<file path="src/rtl/adxl362_sample_sequencer_pkg.sv">
// ---------------------------------------------------------------------------
// adxl362_sample_sequencer_pkg: ADXL362 command/register codes, states. Rev 1.0
// ---------------------------------------------------------------------------
`default_nettype none

package adxl362_sample_sequencer_pkg;

  localparam logic [7:0] CMD_WRITE     = 8'h0A;
  localparam logic [7:0] CMD_READ      = 8'h0B;
  localparam logic [7:0] REG_POWER_CTL = 8'h2D;
  localparam logic [7:0] REG_XDATA_L   = 8'h0E;

  localparam logic [2:0] ST_CFG_ISSUE = 3'd0;
  localparam logic [2:0] ST_CFG_WAIT  = 3'd1;
  localparam logic [2:0] ST_WAIT_TRIG = 3'd2;
  localparam logic [2:0] ST_RD_ISSUE  = 3'd3;
  localparam logic [2:0] ST_RD_WAIT   = 3'd4;
  localparam logic [2:0] ST_PUBLISH   = 3'd5;

  localparam logic [2:0] LAST_IDX = 3'd5;

  function automatic logic [7:0] rd_addr(input logic [2:0] idx);
    return REG_XDATA_L + {5'd0, idx};
  endfunction

endpackage

`default_nettype wire

</file>
<file path="src/rtl/adxl362_sample_sequencer_sync_edge_detect.sv">
// ---------------------------------------------------------------------------
// adxl362_sample_sequencer_sync_edge_detect: 2-flop sync + rising-edge pulse. Rev 1.0
// ---------------------------------------------------------------------------
`default_nettype none

module adxl362_sample_sequencer_sync_edge_detect (
  input  logic clk,
  input  logic rst,
  input  logic async_in,
  output logic rise
);

  // [1:0] is the synchroniser, [2] holds the previous synchronised level
  logic [2:0] sync_q;

  always_ff @(posedge clk or negedge rst) begin
    if (!rst) begin
      sync_q <= 3'b000;
    end else begin
      sync_q <= {sync_q[1:0], async_in};
    end
  end

  assign rise = sync_q[1] & ~sync_q[2];

endmodule

`default_nettype wire

</file>
<file path="src/rtl/adxl362_sample_sequencer.sv">
// ---------------------------------------------------------------------------
// adxl362_sample_sequencer: POWER_CTL setup, then triggered XYZ six-byte bursts. Rev 1.0
// ---------------------------------------------------------------------------
`default_nettype none

module adxl362_sample_sequencer
  import adxl362_sample_sequencer_pkg::*;
#(
  parameter int unsigned SAMPLE_DIV  = 100000,
  parameter int unsigned TIMEOUT     = 4096,
  parameter logic [7:0]  PWR_CTL_VAL = 8'h02
) (
  input  logic        clk,
  input  logic        rst,
  input  logic        enable,
  input  logic        int1_i,
  input  logic [7:0]  rx_data,
  input  logic        spi_active,
  output logic        start,
  output logic [7:0]  command,
  output logic [7:0]  address,
  output logic [7:0]  tx_data,
  output logic [15:0] x_data,
  output logic [15:0] y_data,
  output logic [15:0] z_data,
  output logic        sample_valid,
  output logic        overrun,
  output logic        timeout_err,
  output logic        busy
);

  localparam int unsigned     TO_W    = $clog2(TIMEOUT + 1);
  localparam logic [TO_W-1:0] TO_LAST = TO_W'(TIMEOUT - 1);

  logic [2:0]      state, state_nxt;
  logic [2:0]      idx;
  logic            pending, seen_active, cfg_done;
  logic [TO_W-1:0] to_cnt;
  logic [7:0]      shadow [0:4];
  logic            int1_rise, tick, trig, consume;
  logic            in_issue, in_wait, issue, done, abort;

  adxl362_sample_sequencer_sync_edge_detect u_int1_sync (
    .clk      (clk),
    .rst      (rst),
    .async_in (int1_i),
    .rise     (int1_rise)
  );

  generate
    if (SAMPLE_DIV == 0) begin : g_no_timer
      assign tick = 1'b0;
    end else begin : g_timer
      localparam int unsigned     TMR_W    = (SAMPLE_DIV > 1) ? $clog2(SAMPLE_DIV) : 1;
      localparam logic [TMR_W-1:0] TMR_LAST = TMR_W'(SAMPLE_DIV - 1);
      logic [TMR_W-1:0] tmr;

      always_ff @(posedge clk or negedge rst) begin
        if (!rst) begin
          tmr <= '0;
        end else if (cfg_done) begin
          tmr <= (tmr == TMR_LAST) ? '0 : tmr + TMR_W'(1);
        end
      end

      assign tick = cfg_done && (tmr == TMR_LAST);
    end
  endgenerate

  assign trig     = tick | int1_rise;
  assign consume  = (state == ST_WAIT_TRIG) && pending && enable;
  assign in_issue = (state == ST_CFG_ISSUE) || (state == ST_RD_ISSUE);
  assign in_wait  = (state == ST_CFG_WAIT) || (state == ST_RD_WAIT);
  assign issue    = in_issue && !spi_active;
  assign done     = in_wait && seen_active && !spi_active;
  assign abort    = in_wait && !done && (to_cnt == TO_LAST);

  always_comb begin
    state_nxt = state;
    case (state)
      ST_CFG_ISSUE: if (!spi_active) state_nxt = ST_CFG_WAIT;
      ST_CFG_WAIT:  if (done) state_nxt = ST_WAIT_TRIG;
                    else if (abort) state_nxt = ST_CFG_ISSUE;
      ST_WAIT_TRIG: if (consume) state_nxt = ST_RD_ISSUE;
      ST_RD_ISSUE:  if (!spi_active) state_nxt = ST_RD_WAIT;
      ST_RD_WAIT:   if (done) state_nxt = (idx == LAST_IDX) ? ST_PUBLISH : ST_RD_ISSUE;
                    else if (abort) state_nxt = ST_CFG_ISSUE;
      ST_PUBLISH:   state_nxt = ST_WAIT_TRIG;
      default:      state_nxt = ST_CFG_ISSUE;
    endcase
  end

  always_ff @(posedge clk or negedge rst) begin
    if (!rst) begin
      state        <= ST_CFG_ISSUE;
      idx          <= '0;
      pending      <= 1'b0;
      seen_active  <= 1'b0;
      cfg_done     <= 1'b0;
      to_cnt       <= '0;
      start        <= 1'b0;
      command      <= '0;
      address      <= '0;
      tx_data      <= '0;
      x_data       <= '0;
      y_data       <= '0;
      z_data       <= '0;
      sample_valid <= 1'b0;
      overrun      <= 1'b0;
      timeout_err  <= 1'b0;
      busy         <= 1'b0;
      for (int i = 0; i < 5; i++) shadow[i] <= '0;
    end else begin
      state        <= state_nxt;
      busy         <= (state_nxt != ST_WAIT_TRIG);
      start        <= issue;
      sample_valid <= 1'b0;
      timeout_err  <= abort;
      // A trigger coinciding with consumption re-arms pending without an overrun
      overrun      <= trig && pending && !consume;

      if (trig) pending <= 1'b1;
      else if (consume) pending <= 1'b0;

      if (consume) idx <= '0;

      if (issue) begin
        seen_active <= 1'b0;
        to_cnt      <= '0;
        if (state == ST_CFG_ISSUE) begin
          command <= CMD_WRITE;
          address <= REG_POWER_CTL;
          tx_data <= PWR_CTL_VAL;
        end else begin
          command <= CMD_READ;
          address <= rd_addr(idx);
          tx_data <= 8'h00;
        end
      end else if (in_wait) begin
        if (spi_active) seen_active <= 1'b1;
        to_cnt <= to_cnt + TO_W'(1);
      end

      if (done && (state == ST_CFG_WAIT)) cfg_done <= 1'b1;

      // The sixth byte goes straight to z so the publish lands one cycle after it
      if (done && (state == ST_RD_WAIT)) begin
        if (idx == LAST_IDX) begin
          x_data       <= {shadow[1], shadow[0]};
          y_data       <= {shadow[3], shadow[2]};
          z_data       <= {rx_data, shadow[4]};
          sample_valid <= 1'b1;
        end else begin
          shadow[idx] <= rx_data;
          idx         <= idx + 3'd1;
        end
      end
    end
  end

endmodule

`default_nettype wire
</file>
<file path="config.mk">
export PLATFORM = sky130hd
export DESIGN_NAME = adxl362_sample_sequencer
export DESIGN_NICKNAME = d
export VERILOG_FILES = /design/src/rtl/adxl362_sample_sequencer_pkg.sv /design/src/rtl/adxl362_sample_sequencer_sync_edge_detect.sv /design/src/rtl/adxl362_sample_sequencer.sv
export SDC_FILE = /design/constraint.sdc
export NUM_CORES = 1
export LEC_CHECK = 0
export BUFFER_PORTS_ARGS = -buffer_cell sky130_fd_sc_hd__buf_2
export CAP_MARGIN = 15
export CELL_PAD_IN_SITES_DETAIL_PLACEMENT = 1
export CELL_PAD_IN_SITES_GLOBAL_PLACEMENT = 1
export CORE_ASPECT_RATIO = 0.75
export CORE_MARGIN = 1.5
export CORE_UTILIZATION = 45
export CTS_CLUSTER_SIZE = 28
export DETAILED_ROUTE_END_ITERATION = 8
export HOLD_SLACK_MARGIN = 0.12
export MAX_ROUTING_LAYER = met4
export PLACE_DENSITY_LB_ADDON = 0.1
export SETUP_SLACK_MARGIN = 0.2
export SYNTH_ARGS = -nofsm -noshare
export SYNTH_HDL_FRONTEND = slang
export SYNTH_SLANG_ARGS = --single-unit
</file>
<file path="constraint.sdc">
create_clock -name clk -period 2 [get_ports clk]
set_input_delay 0.3 -clock clk [delete_from_list [all_inputs] [get_ports clk]]
set_output_delay 0.3 -clock clk [all_outputs]
set_load 0.01 [all_outputs]
</file>
; ---- After elaboration in Yosys (flattened, before gate mapping)
; Index checks and enable logic that the tools add are counted.
[word_totals]
register_bits = 159
in_bits = 13
output_inout_bits = 77
elab_cells = 96
[op_classes]
addsub = 4
order_cmp = 2
n_eq_ne = 9
mux = 27
bitwise = 5
reduce_logical = 25
[op_table]
columns = cell, count
row1 = 40-bit bitwise mux, 1
row2 = 3-bit 2-to-1 mux, 10
row3 = 13-bit 2-to-1 mux, 2
row4 = 8-bit demux with 3-bit select, 1
row5 = 3-bit case mux with 6 select lines, 1
row6 = "17-bit by 1-bit adder with 17-bit output, second input constant", 1
row7 = "17-bit == test, second input constant", 1
row8 = 17-bit 2-to-1 mux, 1
row9 = "13-bit by 1-bit adder with 13-bit output, second input constant", 1
row10 = "13-bit by 12-bit == test with 1-bit output, second input constant", 1
row11 = 1-bit logical AND, 13
row12 = "3-bit == test, second input constant", 3
row13 = 1-bit 2-to-1 mux, 8
row14 = 8-bit 2-to-1 mux, 1
row15 = "3-bit by 2-bit == test with 1-bit output, second input constant", 2
row16 = 6-bit 2-to-1 mux, 1
row17 = 2-bit AND reduction, 3
row18 = 2-bit nonzero test, 3
row19 = "4-bit by 3-bit adder with 5-bit output, first input constant", 1
row20 = "4-bit >= comparator, second input constant", 1
row21 = "4-bit by 1-bit less-than comparator with 1-bit output, second input constant", 1
row22 = 3-bit NOT with 4-bit output, 1
row23 = "3-bit by 1-bit adder with 3-bit output, second input constant", 1
row24 = "3-bit by 1-bit == test with 1-bit output, second input constant", 1
row25 = 8 further kinds, 12

; ---- Longest topological paths before layout
[logic_depth]
word_depth = 11
ltp_mapped = 7
depth_no_buf = 6

; ---- By module
; A second synthesis with hierarchy kept.
[hier_totals]
cells_unflattened = 465
area_unflattened_um2 = 6125.9
[modules_own_cells]
columns = module, n_inst, cells_per_inst, area_per_inst_um2, seq_area_each_um2
row1 = adxl362_sample_sequencer, 1, 461, 6037.0, 3503.4
row2 = adxl362_sample_sequencer_sync_edge_detect, 1, 4, 88.8, 75.1

; ---- Worst setup path after synthesis
; OpenSTA, ideal clock, no wires.
[synth_path]
path_kind = register to register
startpoint = register idx[1]
endpoint = register x_data[10]
setup_ns = 0.125
arrival_ns = 1.701
t_required_ns = 1.875
setup_slack_ns = 0.174
stages_incl_launch_ff = 8
n_path_buf = 2
period_less_slack_ns = 1.826
path_cell_list = dfrtp_1 > inv_1 > ha_1 > nand2_1 > nor3_2 > buf_4 > buf_4 > mux2_2
[synth_between]
elab_chain_cells = 2
[synth_rtl]
columns = item, line
row1 = "start, declared", adxl362_sample_sequencer.sv:36  ; logic [2:0] idx;
row2 = "start signal, assigned", adxl362_sample_sequencer.sv:155  ; idx <= idx + 3'd1;
row3 = 3-bit == test, adxl362_sample_sequencer.sv:148  ; if (idx == LAST_IDX) begin
row4 = 2-bit AND reduction (no line), --
row5 = "end signal, assigned", adxl362_sample_sequencer.sv:149  ; x_data <= {shadow[1], shadow[0]};
row6 = "end, declared", adxl362_sample_sequencer.sv:23  ; output logic [15:0] x_data,
; No other way between the ends.
; A chain may end at the register's enable or synchronous reset.

; ---- Worst setup path in the final report
[layout_path]
startpoint = register state[0]
endpoint = register shadow[25] (netlist name)
[layout_between]
elab_chain_cells = 6
word_cells_on_any_way = 7
classes_between = eq/ne (2) / reduce/logical (5)
[layout_rtl]
columns = item, line
row1 = "start, declared", adxl362_sample_sequencer.sv:35  ; logic [2:0] state, state_nxt;
row2 = "start signal, assigned", adxl362_sample_sequencer.sv:114  ; state <= state_nxt;
row3 = 3-bit by 1-bit == test with 1-bit output or 3-bit == test (tied branches), "adxl362_sample_sequencer.sv:73, adxl362_sample_sequencer.sv:147"
row4 = 1-bit logical OR, adxl362_sample_sequencer.sv:73  ; assign in_wait = (state == ST_CFG_WAIT) || (state == ST_RD_WAIT);
row5 = 1-bit logical AND (2 in series), adxl362_sample_sequencer.sv:75  ; assign done = in_wait && seen_active && !spi_active;
row6 = 1-bit logical AND (*), adxl362_sample_sequencer.sv:147  ; if (done && (state == ST_RD_WAIT)) begin
row7 = 2-bit AND reduction (no line) (*), --
row8 = "end signal, assigned by index", adxl362_sample_sequencer.sv:154  ; shadow[idx] <= rx_data;
row9 = "end, declared", adxl362_sample_sequencer.sv:39  ; logic [7:0] shadow [0:4];
; Mark *: on every way between the ends. The rest lies on a longest branch, timed or not.

==> impl_metrics.py <==
metrics = {
    "outcome": {
        "outcome": "finished, final reports clean",
    },
    "timing": {
        "maxSlewViolCount": 0,
        "fin_skew_ns": 0.009643,
        "setup_tns_ns": 0,
        "min_period_ns": 1.823,
        "timing.final.crit_share": 0.9115,
        "whs_ns": 0.2274,
        "setup_viol": 0,
        "rsz0062_at_grt": "yes",
        "hold_violations": 0,
        "max_freq_mhz": 548.6,
        "worst_slack_ns": 0.1771,
    },
    "floorplanning": {
        "core_area_mm2": 0.01320,
        "die_x_um": 138.4,
        "start_util": 0.4690,
        "num_rows": 36,
        "fp.dieH_um": 104.6,
        "fp.dieArea_mm2": 0.01448,
        "io_pins": 90,
    },
    "synthesis": {
        "synthArstFlopShare": 1.000,
        "synth_cell_types": 58,
        "synth_area_mm2": 0.006190,
        "ys_seq_elements": 143,
        "yosysWarnings": 0,
        "syn_inst": 484,
        "syn_area_per_cell_um2": 12.79,
        "seq_area_frac_synth": 0.5781,
        "ys.flop_type": "dfrtp_1",
        "synth-edff-count": 0,
    },
    "global_routing": {
        "grt_overflow_total": 0,
        "antenna_found_initial": 0,
        "grt_max_degree": 54,
        "busiest_layer": "met2",
        "grt_use_met1": 0.3145,
        "first_global_vias": 4554,
        "track_usage": 0.2283,
        "grtUsageMet3": 0.04812,
        "grt_first_pass_wirelength_mm": 24.89,
        "grtUsageMet2": 0.3419,
    },
    "worst_setup_path": {
        "slowest_delay_ns": 0.43,
        "worstSetupPathType": "register to register",
        "critical_path.startpoint": "state[0]",
        "critPathLaunchType": "register",
        "crit_path_end_kind": "register",
        "critPathBufInv": 2,
        "arrival_ns": 2.12,
        "cp_cell_sequence": "buf_12 > nor3b_2 > and3_4 > and3_4 > buf_12 > mux2_2",
        "rr_startpoint": "state[0]",
        "reg2reg_to": "shadow[25]",
        "reg2reg_slack_ns": 0.18,
        "worst-r2r-cell-count": 6,
        "worstSetupPathDepth": 6,
        "cp_top_family": "simple AND/OR/NAND/NOR gates",
        "cpMaxStageDelayCell": "dfrtp_2",
        "cp_max_fo": 8,
        "worstPathRequired_ns": 2.30,
        "crit_end": "shadow[25]",
    },
    "finish": {
        "antennaDiodeCount": 0,
        "regArea_mm2": 0.003582,
        "multi_input_area_mm2": 0.002618,
        "drive_gt1_frac": 0.4279,
        "fin_cells": 781,
        "finalNetCount": 620,
        "n_fill_cell": 1333,
        "area_growth_pct": 27.31,
    },
    "clock_network": {
        "cts-root-buf": "clkbuf_16",
        "numCtsBuffers": 17,
        "cts.path.max_buffers": 2,
        "cts.clk_slew.worst_paths_ns": 0.06,
        "tritoncts": "built",
        "htreeDepth": 4,
        "clock_latency_ns": 0.42,
        "clock_sinks": 143,
    },
    "place": {
        "gp_congestion": 0.8171,
        "dp_slack_ns": 0.08913,
        "dp.cells": 733,
        "numPortBuffers": 75,
        "post-dp-hpwl_mm": 9.845,
    },
    "drt": {
        "drt_iter0_drc": 163,
        "antenna_left": 0,
        "vias": 4277,
        "wl_per_cell_um": 21.69,
        "firstDrtPassIters": 4,
        "drc": 0,
        "vias_per_cell": 5.476,
        "routed_wl_mm": 16.94,
    },
    "run": {
        "max_cap_violations": 0,
    },
    "power_and_ir_drop": {
        "p_leak_nw": 3.938,
        "ir_drop_mv": 0.8467,
        "power.density_mw_per_mm2": 1093,
    },
    "worst_hold_path": {
        "min_path_type": "primary input to register",
    },
}
## timing repair
item | 4_1_cts | 5_1_grt
hold endpoints to repair | 46 | 0
pin swaps | 3 | 5
hold buffers | 2 | 0
gates cloned | 1 | 5
setup endpoints to repair | 93 | 107
buffers inserted | 4 | 6
gates resized for setup | 8 | 49
## report_power, final
group	leakage, nW	internal, mW	switching [mW]
combinational	1.73	0.812	1.07
clock	0.281	1.97	1.23
sequential	1.92	3.21	0.316
## routing by layer
layer | routed length (um) | vias to the layer above
li1 | - | 1933
met1 | 8041 | 2221
met2 | 7974 | 104
met3 | 700 | 19
met4 | 221 | 0
met5 | 0 | -
## how the worst min path moves through the flow
stage,startpoint,endpoint,slack (ns),cells past startpoint
after floorplan,rst,address[0],0.004,0
after global placement,rst,g_timer.tmr[15],0.26,1
after detailed placement,rst,g_timer.tmr[16],0.26,1
after CTS,rx_data[2],shadow[10],0.22,2
after global routing,rx_data[2],shadow[10],0.22,2
final,rx_data[6],shadow[30],0.23,2
## kinds of logic (layout without fill, tap and decap cells)
logic type	after synthesis	count (layout)	share of synthesized area
other	1	14	0.0006058
buffers and inverters	43	156	0.04022
XOR/XNOR	18	18	0.02850
multiplexers	92	92	0.1670
adder cells (fa/ha/maj)	8	8	0.01617
flip-flops	143	143	0.5781
AND/OR/NAND/NOR	121	121	0.1104
AO/OA/AOI/OAI	58	58	0.05903
## synthesized netlist by cell type (8+ instances only)
master   count  area [um2]
a21oi_1     19       95.09
buf_4       19       142.6
dfrtp_1    143        3578
ha_1         8       100.1
inv_1        9       33.78
mux2_2      88       991.0
nand2_1     27       101.4
nand3_1      8       40.04
nand4_1     11       68.82
nor2_1      22       82.58
o21ai_0     12       60.06
or3_1        8       50.05
xnor2_1      9       78.83
xor2_1       8       70.07
## worst reg2reg max path, stage by stage, from the launching register on
cell	delay (ns)
dfrtp_2	0.43
buf_12	0.14
nor3b_2	0.22
and3_4	0.24
and3_4	0.20
buf_12	0.12
mux2_2	0.35
## area by class of cell
type	instances	share of cell area
Multi-Input combinational cell	311	0.3322
Tap cell	171	0.02715
Sequential cell	143	0.4546
Timing Repair Buffer	115	0.1067
Clock inverter	11	0.01794
Inverter	11	0.005240
Clock buffer	19	0.05621
## flip-flops by register name, summed over array words and instances (netlist names)
name and cells:
tx_data 1, sample_valid 1, y_data 16, u_int1_sync.sync_q 3, idx 3, z_data 16
address 5, start 1, timeout_err 1, command 2, seen_active 1, to_cnt 13
g_timer.tmr 17, shadow 40, busy 1, state 3, pending 1, x_data 16
cfg_done 1, overrun 1
## layout by cell type (no fill, tap or decap), drive strengths merged, types with 3 or more instances in the layout
| cell | count |
|---|---|
| nand2 | 30 |
| nand3 | 8 |
| and3 | 7 |
| and4 | 5 |
| dfrtp | 143 |
| bufinv | 3 |
| conb | 14 |
| inv | 11 |
| ha | 8 |
| mux2 | 90 |
| clkinv | 5 |
| o31ai | 5 |
| nor2b | 3 |
| nor3 | 4 |
| nand2b | 6 |
| xor2 | 8 |
| nor2 | 22 |
| clkbuf | 22 |
| or3 | 9 |
| nand4 | 11 |
| o21ai | 12 |
| o22ai | 4 |
| a21oi | 19 |
| buf | 110 |
| nand4b | 3 |
| nor4 | 4 |
| xnor2 | 10 |
| clkinvlp | 3 |
## metrics by stage
stage / util / power [mW] / instance area [um2]
floorplan: - / 4.617 / 6255
global placement: 0.5192 / 5.176 / 6852
detailed placement: 0.5192 / 5.261 / 6852
CTS: 0.5724 / 8.568 / 7555
global route: 0.5971 / 9.024 / 7880
finish: 0.5971 / 8.615 / 7880
Note: power is estimated with default switching activity, not from simulation.
